## config.mk

```make
export PLATFORM = sky130hd
export DESIGN_NAME = mem_port_arbiter_flat
export DESIGN_NICKNAME = d
export VERILOG_FILES = /design/src/rtl/mem_port_arbiter_if.sv /design/src/rtl/mem_port_arbiter.sv /design/src/flat_wrapper.sv
export SDC_FILE = /design/constraint.sdc
export NUM_CORES = 1
export LEC_CHECK = 0
export ABC_CLOCK_PERIOD_IN_PS = 3700
export BUFFER_PORTS_ARGS = -buffer_cell sky130_fd_sc_hd__buf_2
export CORE_AREA = 4 4 95 97
export CTS_BUF_LIST = sky130_fd_sc_hd__clkbuf_8
export DETAILED_ROUTE_END_ITERATION = 10
export DIE_AREA = 0 0 99 101
export PLACE_DENSITY = 0.7
export SYNTH_ARGS = -nofsm -noshare
export SYNTH_HDL_FRONTEND = slang
export SYNTH_SLANG_ARGS = --single-unit
export TNS_END_PERCENT = 10
```

## constraint.sdc

```tcl
create_clock -name clk -period 3.7 [get_ports clk]
set_input_delay 0.185 -clock clk [delete_from_list [all_inputs] [get_ports clk]]
set_output_delay 0.185 -clock clk [all_outputs]
set_load 0.03 [all_outputs]
```

## src/rtl/mem_port_arbiter_if.sv

```systemverilog
// Shared SRAM-like port bundle: inst side, data side and downstream side.
// slave = the arbiter view, master = the environment driving it.
interface mem_port_arbiter_if;
  logic        inst_req;
  logic [31:0] inst_addr;
  logic        inst_addr_ok;
  logic        inst_data_ok;
  logic        data_req;
  logic        data_wr;
  logic [1:0]  data_size;
  logic [3:0]  data_wstrb;
  logic [31:0] data_addr;
  logic [31:0] data_wdata;
  logic        data_addr_ok;
  logic        data_data_ok;
  logic [31:0] rdata;
  logic        m_req;
  logic        m_wr;
  logic [1:0]  m_size;
  logic [3:0]  m_wstrb;
  logic [31:0] m_addr;
  logic [31:0] m_wdata;
  logic        m_addr_ok;
  logic        m_data_ok;
  logic [31:0] m_rdata;
  logic        err_unexp;

  modport slave (
    input  inst_req, inst_addr,
    output inst_addr_ok, inst_data_ok,
    input  data_req, data_wr, data_size,
    input  data_wstrb, data_addr, data_wdata,
    output data_addr_ok, data_data_ok, rdata,
    output m_req, m_wr, m_size, m_wstrb,
    output m_addr, m_wdata,
    input  m_addr_ok, m_data_ok, m_rdata,
    output err_unexp
  );

  modport master (
    output inst_req, inst_addr,
    input  inst_addr_ok, inst_data_ok,
    output data_req, data_wr, data_size,
    output data_wstrb, data_addr, data_wdata,
    input  data_addr_ok, data_data_ok, rdata,
    input  m_req, m_wr, m_size, m_wstrb,
    input  m_addr, m_wdata,
    output m_addr_ok, m_data_ok, m_rdata,
    input  err_unexp
  );
endinterface

```

## src/rtl/mem_port_arbiter.sv

```systemverilog
// Shares one SRAM-like port between fetch and memory stages,
// tracking issue order in an owner FIFO to route in-order responses.
module mem_port_arbiter #(
  parameter int OUTSTANDING  = 4,
  parameter int STARVE_LIMIT = 8
) (
  input logic              clk,
  input logic              reset,
  mem_port_arbiter_if.slave bus
);

  localparam int PW = $clog2(OUTSTANDING);
  localparam int CW = PW + 1;
  localparam int SW = $clog2(STARVE_LIMIT + 1);
  localparam logic [CW-1:0] FULL_CNT = CW'(OUTSTANDING);
  localparam logic [SW-1:0] SLIM = SW'(STARVE_LIMIT);

  typedef enum logic {IDLE, HOLD} state_t;

  state_t                 state, state_nx;
  logic                   sel, sel_nx;
  logic                   owner;
  logic [OUTSTANDING-1:0] own_q;
  logic [PW-1:0]          wp, rp;
  logic [CW-1:0]          cnt;
  logic [SW-1:0]          starve, starve_nx;
  logic                   err;
  logic                   full, empty;
  logic                   push, pop, head;

  assign full  = (cnt == FULL_CNT);
  assign empty = (cnt == '0);
  assign head  = own_q[rp];

  always_comb begin
    state_nx  = state;
    sel_nx    = sel;
    owner     = sel;
    bus.m_req = 1'b0;
    unique case (state)
      IDLE: begin
        if (!full && (bus.inst_req || bus.data_req)) begin
          owner = bus.data_req &&
                  !(bus.inst_req && starve == SLIM);
          sel_nx    = owner;
          bus.m_req = 1'b1;
          if (!bus.m_addr_ok) state_nx = HOLD;
        end
      end
      HOLD: begin
        bus.m_req = 1'b1;
        if (bus.m_addr_ok) state_nx = IDLE;
      end
      default: state_nx = IDLE;
    endcase
  end

  // inst side is always a word read with no write data
  assign bus.m_wr    = owner & bus.data_wr;
  assign bus.m_size  = owner ? bus.data_size  : 2'd2;
  assign bus.m_wstrb = owner ? bus.data_wstrb : 4'h0;
  assign bus.m_addr  = owner ? bus.data_addr  : bus.inst_addr;
  assign bus.m_wdata = owner ? bus.data_wdata : 32'h0;

  assign push = bus.m_req & bus.m_addr_ok;
  assign pop  = bus.m_data_ok & ~empty;

  assign bus.inst_addr_ok = push & ~owner;
  assign bus.data_addr_ok = push & owner;
  assign bus.inst_data_ok = pop & ~head;
  assign bus.data_data_ok = pop & head;
  assign bus.rdata        = bus.m_rdata;
  assign bus.err_unexp    = err;

  always_comb begin
    starve_nx = starve;
    if (!bus.inst_req || bus.inst_addr_ok)
      starve_nx = '0;
    else if (!(bus.m_req && !owner) && starve != SLIM)
      starve_nx = starve + 1'b1;
  end

  always_ff @(posedge clk) begin
    if (reset) begin
      state  <= IDLE;
      sel    <= 1'b0;
      own_q  <= '0;
      wp     <= '0;
      rp     <= '0;
      cnt    <= '0;
      starve <= '0;
      err    <= 1'b0;
    end else begin
      state  <= state_nx;
      sel    <= sel_nx;
      starve <= starve_nx;
      if (push) begin
        own_q[wp] <= owner;
        wp        <= wp + 1'b1;
      end
      if (pop) rp <= rp + 1'b1;
      if (push && !pop)      cnt <= cnt + 1'b1;
      else if (pop && !push) cnt <= cnt - 1'b1;
      if (bus.m_data_ok && empty) err <= 1'b1;
    end
  end

endmodule

```

## src/flat_wrapper.sv

```systemverilog
// flat-port wrapper written by rule: the top's interface ports become plain ports
module mem_port_arbiter_flat 
#(
  parameter int OUTSTANDING  = 4,
  parameter int STARVE_LIMIT = 8
)
  (clk, reset, bus_inst_req, bus_inst_addr, bus_inst_addr_ok, bus_inst_data_ok, bus_data_req, bus_data_wr, bus_data_size, bus_data_wstrb, bus_data_addr, bus_data_wdata, bus_data_addr_ok, bus_data_data_ok, bus_rdata, bus_m_req, bus_m_wr, bus_m_size, bus_m_wstrb, bus_m_addr, bus_m_wdata, bus_m_addr_ok, bus_m_data_ok, bus_m_rdata, bus_err_unexp);
  mem_port_arbiter_if bus_i ();
  input logic clk;
  input logic reset;
  input wire logic [$bits(bus_i.inst_req)-1:0] bus_inst_req;
  input wire logic [$bits(bus_i.inst_addr)-1:0] bus_inst_addr;
  output wire logic [$bits(bus_i.inst_addr_ok)-1:0] bus_inst_addr_ok;
  output wire logic [$bits(bus_i.inst_data_ok)-1:0] bus_inst_data_ok;
  input wire logic [$bits(bus_i.data_req)-1:0] bus_data_req;
  input wire logic [$bits(bus_i.data_wr)-1:0] bus_data_wr;
  input wire logic [$bits(bus_i.data_size)-1:0] bus_data_size;
  input wire logic [$bits(bus_i.data_wstrb)-1:0] bus_data_wstrb;
  input wire logic [$bits(bus_i.data_addr)-1:0] bus_data_addr;
  input wire logic [$bits(bus_i.data_wdata)-1:0] bus_data_wdata;
  output wire logic [$bits(bus_i.data_addr_ok)-1:0] bus_data_addr_ok;
  output wire logic [$bits(bus_i.data_data_ok)-1:0] bus_data_data_ok;
  output wire logic [$bits(bus_i.rdata)-1:0] bus_rdata;
  output wire logic [$bits(bus_i.m_req)-1:0] bus_m_req;
  output wire logic [$bits(bus_i.m_wr)-1:0] bus_m_wr;
  output wire logic [$bits(bus_i.m_size)-1:0] bus_m_size;
  output wire logic [$bits(bus_i.m_wstrb)-1:0] bus_m_wstrb;
  output wire logic [$bits(bus_i.m_addr)-1:0] bus_m_addr;
  output wire logic [$bits(bus_i.m_wdata)-1:0] bus_m_wdata;
  input wire logic [$bits(bus_i.m_addr_ok)-1:0] bus_m_addr_ok;
  input wire logic [$bits(bus_i.m_data_ok)-1:0] bus_m_data_ok;
  input wire logic [$bits(bus_i.m_rdata)-1:0] bus_m_rdata;
  output wire logic [$bits(bus_i.err_unexp)-1:0] bus_err_unexp;
  assign bus_i.inst_req = bus_inst_req;
  assign bus_i.inst_addr = bus_inst_addr;
  assign bus_inst_addr_ok = bus_i.inst_addr_ok;
  assign bus_inst_data_ok = bus_i.inst_data_ok;
  assign bus_i.data_req = bus_data_req;
  assign bus_i.data_wr = bus_data_wr;
  assign bus_i.data_size = bus_data_size;
  assign bus_i.data_wstrb = bus_data_wstrb;
  assign bus_i.data_addr = bus_data_addr;
  assign bus_i.data_wdata = bus_data_wdata;
  assign bus_data_addr_ok = bus_i.data_addr_ok;
  assign bus_data_data_ok = bus_i.data_data_ok;
  assign bus_rdata = bus_i.rdata;
  assign bus_m_req = bus_i.m_req;
  assign bus_m_wr = bus_i.m_wr;
  assign bus_m_size = bus_i.m_size;
  assign bus_m_wstrb = bus_i.m_wstrb;
  assign bus_m_addr = bus_i.m_addr;
  assign bus_m_wdata = bus_i.m_wdata;
  assign bus_i.m_addr_ok = bus_m_addr_ok;
  assign bus_i.m_data_ok = bus_m_data_ok;
  assign bus_i.m_rdata = bus_m_rdata;
  assign bus_err_unexp = bus_i.err_unexp;
  mem_port_arbiter #(.OUTSTANDING(OUTSTANDING), .STARVE_LIMIT(STARVE_LIMIT)) u_core (.clk(clk), .reset(reset), .bus(bus_i));
endmodule
```

==> flow_summary_export.csv <==
group,metric,value,unit
synth,synthCells,232,
die,dieArea,9999,sq um
critical_path,path_cells,"inv_1, ha_1, and3b_1, a2111oi_4, or2_2, buf_4, mux2_4, buf_2",
critical_path,path_class,"reg2out",
critical_path,crit_path_max_fanout,34,
detailed_routing,wl,8390,microns
worst_hold_path,hold_class,"in2reg",
synth,yosysUniqueCellTypes,40,
detailed_routing,wl_per_cell,17.33,microns
power,power_frac_clock,0.101,
cells_and_area,mostFrequentLayoutCells,"buf_2, and2_1, mux2_4",
power,total_power,0.001569,W
synth,synth-edff-count,0,
placement,postPlaceCellArea,2836,sq um
die,ios,250,
global_routing,first_global_vias,2156,
detailed_routing,vias_per_cell,4.552,
power,p_seq_frac,0.170,
cells_and_area,final_common_cell,"buf_2",
power,pwr_density_cell,542.6,nW/um^2
detailed_routing,drt_iter0_markers,51,
global_routing,antenna_found_initial,3,
synth,synth_area,2098,sq um
cells_and_area,synthToLayoutAreaGrowth,37.81,%
timing,slew_viol_final,0,
timing,final.setup.tns,0,ps
job,cap_violations,0,
timing,timing.fmax,0.3184,GHz
global_routing,grt_usage,0.1519,
critical_path,slowest_delay,520,ps
placement,hpwl,7235,microns
cells_and_area,stdcell_area,2892,sq um
die,die_y,101,microns
placement,gp_congestion,0.9417,
timing,slew_headroom,0.6593,
clock_tree,cts_tree,"done",
critical_path,worst-endpoint-arrival,2960,ps
clock_tree,cts_resized,0,
cells_and_area,num-fill-cells,854,
critical_path,rrSetupSlack,1310,ps
synth,syn_area_per_cell,9.044,sq um
critical_path,start_kind,"register",
die,core_area,8134,sq um
cells_and_area,diodes,0,
synth,synth_nets,381,
placement,io_buffers,185,
timing,hold_violations,0,
clock_tree,cts_root_buffer,"clkbuf_8",
power,comb_power_share,0.729,
timing,tightest_slew,508.0,ps
clock_tree,htreeDepth,1,
power,p_switching,0.0008076,W
cells_and_area,layoutNonFillerInstCount,484,
power,ir_drop,290.9,uV
placement,dp_cells,480,
clock_tree,post_cts_buffers,0,
synth,ys_seq_area_frac,0.1717,
global_routing,gr-total-overflow,0,
detailed_routing,drtPass1Iterations,4,
critical_path,worst_setup_path_end_kind,"primary output",
critical_path,timing.rr.end,"u_core.cnt[2]",
power,cellInternalPower,0.0007614,W
synth,ys_ff_latch,18,
die,die_w,99,microns
global_routing,grt_pass1_wl,12090,microns
cells_and_area,fin_nets,529,
synth,ys_warn_count,0,
die,initial_core_util,0.2580,
worst_hold_path,min_delay_path_depth,3,
clock_tree,insertion_delay,250,ps
clock_tree,clock-sinks,18,
critical_path,worstPathRequired,3510,ps
timing,rsz0062_at_grt,"no",
clock_tree,cts.path.max_buffers,2,
clock_tree,cts_buffers,3,
worst_hold_path,min_to,"u_core.bus.err_unexp",
critical_path,cpMaxStageDelayCell,"or2_2",
worst_hold_path,hold_start,"bus_m_data_ok",
detailed_routing,num_vias,2203,
timing,fin_crit_sh,0.8489,
timing,post-route-min-period,3141,ps
critical_path,r2r_cells,9,
clock_tree,ctsHoldBuffers,0,
detailed_routing,post-route-drc-count,0,
synth,synthArstFlopShare,0,
synth,ys.flop_type,"dfxtp_1",
die,num_rows,33,
power,switching_share,0.5147,
clock_tree,clkTransAtPathRegs,70,ps
power,p_leak,1.547,nW
timing,setup_viol,0,
global_routing,grt_max_degree,35,
cells_and_area,drive_gt1_frac,0.5937,
detailed_routing,detail-route-antenna-nets,0,
timing,fin_skew,1.814,ps
outcome,status,"finished, final reports clean",
critical_path,r2r_start,"u_core.cnt[0]",
-- routing by layer --
layer | vias up | wire [microns] | GRT usage
met3 | 8 | 1087 | 0.07751
met4 | 6 | 39 | 0.01996
li1 | 1051 | - | -
met2 | 126 | 3797 | 0.2412
met1 | 1012 | 3417 | 0.1893
met5 | - | 47 | 0
-- state kept, by name, indices dropped and copies added (netlist names) --
register	flops
u_core.cnt	3
u_core.own_q	4
u_core.starve	4
u_core.sel	1
u_core.bus.err_unexp	1
u_core.state	1
u_core.rp	2
u_core.wp	2
-- critical path: cells and delay by family (launching register included) --
family	cells	cell delay [ps]
AOI/OAI and AO/OA	1	490
and+or+nand+nor	2	740
DFF	1	390
muxes	1	320
adders and majority gates	1	180
buffers and inverters	3	580
-- layout make-up --
cell class              instances  area, sq um  share of cell area
clock buffers                   4        55.05             0.01904
inverters                      10        37.54             0.01298
repair buffers                187        953.4              0.3297
multi-input cells             160         1354              0.4682
flip-flops and latches         18        360.3              0.1246
well taps                     105        131.4             0.04543
-- synth_stat cells, types with 2 or more instances --
master | instances | area [sq um]
a211o_1 | 2 | 17.52
a21oi_1 | 13 | 65.06
and2_1 | 40 | 250.2
buf_12 | 3 | 60.06
buf_2 | 4 | 20.02
buf_4 | 32 | 240.2
clkbuf_1 | 4 | 15.01
dfxtp_1 | 18 | 360.4
ha_1 | 7 | 87.58
inv_1 | 10 | 37.54
mux2_1 | 3 | 33.78
mux2_4 | 29 | 435.4
nand2_1 | 5 | 18.77
nand2b_1 | 4 | 25.02
nand3_1 | 3 | 15.01
nor2_1 | 10 | 37.54
nor2b_1 | 4 | 25.02
nor3_1 | 4 | 20.02
nor3b_1 | 3 | 22.52
o2111ai_1 | 4 | 35.03
o211ai_1 | 2 | 15.01
o21ai_0 | 7 | 35.03
xor2_1 | 4 | 35.03
-- per-stage QoR --
stage	utilization	hold slack, ps	worst slack (ps)
3_5_place_dp	0.3487	370.2	818.6
6_report	0.3555	208.8	559.0
4_1_cts	0.3555	214.2	546.8
5_1_grt	0.3555	258.0	320.2
3_3_place_gp	0.3487	370.2	893.0
2_1_floorplan	-	254.1	1474
-- worst max-delay path by stage --
stage	slack (ps)	end	depth (start not counted)	startpoint
6_report	560	bus_m_addr[21]	8	u_core.starve[0]
3_5_place_dp	820	bus_m_addr[19]	8	u_core.starve[0]
3_3_place_gp	890	bus_m_addr[19]	8	u_core.starve[0]
2_1_floorplan	1470	u_core.cnt[2]	10	u_core.cnt[0]
4_1_cts	550	bus_m_addr[19]	8	u_core.starve[0]
5_1_grt	320	bus_m_addr[26]	8	u_core.starve[0]
-- power groups by stage --
stage               logic, W  clock network (W)  registers [W]
global route         0.00122           0.000174       0.000276
finish               0.00114           0.000158       0.000267
CTS                  0.00116           0.000162       0.000268
global placement     0.00114                  0       0.000268
floorplan           0.000940                  0       0.000269
detailed placement   0.00115                  0       0.000272
-- cell families (layout without fill, tap and decap cells) --
| family | after synthesis | in the layout | synth area share |
|---|---|---|---|
| DFF | 18 | 18 | 0.1717 |
| muxes | 34 | 34 | 0.2391 |
| adders and majority gates | 8 | 8 | 0.05128 |
| AOI/OAI and AO/OA | 36 | 36 | 0.1228 |
| buffers and inverters | 54 | 201 | 0.1831 |
| and+or+nand+nor | 78 | 78 | 0.2153 |
| xor gates and xnor gates | 4 | 4 | 0.01669 |
Note: power is estimated with default switching activity, not from simulation.
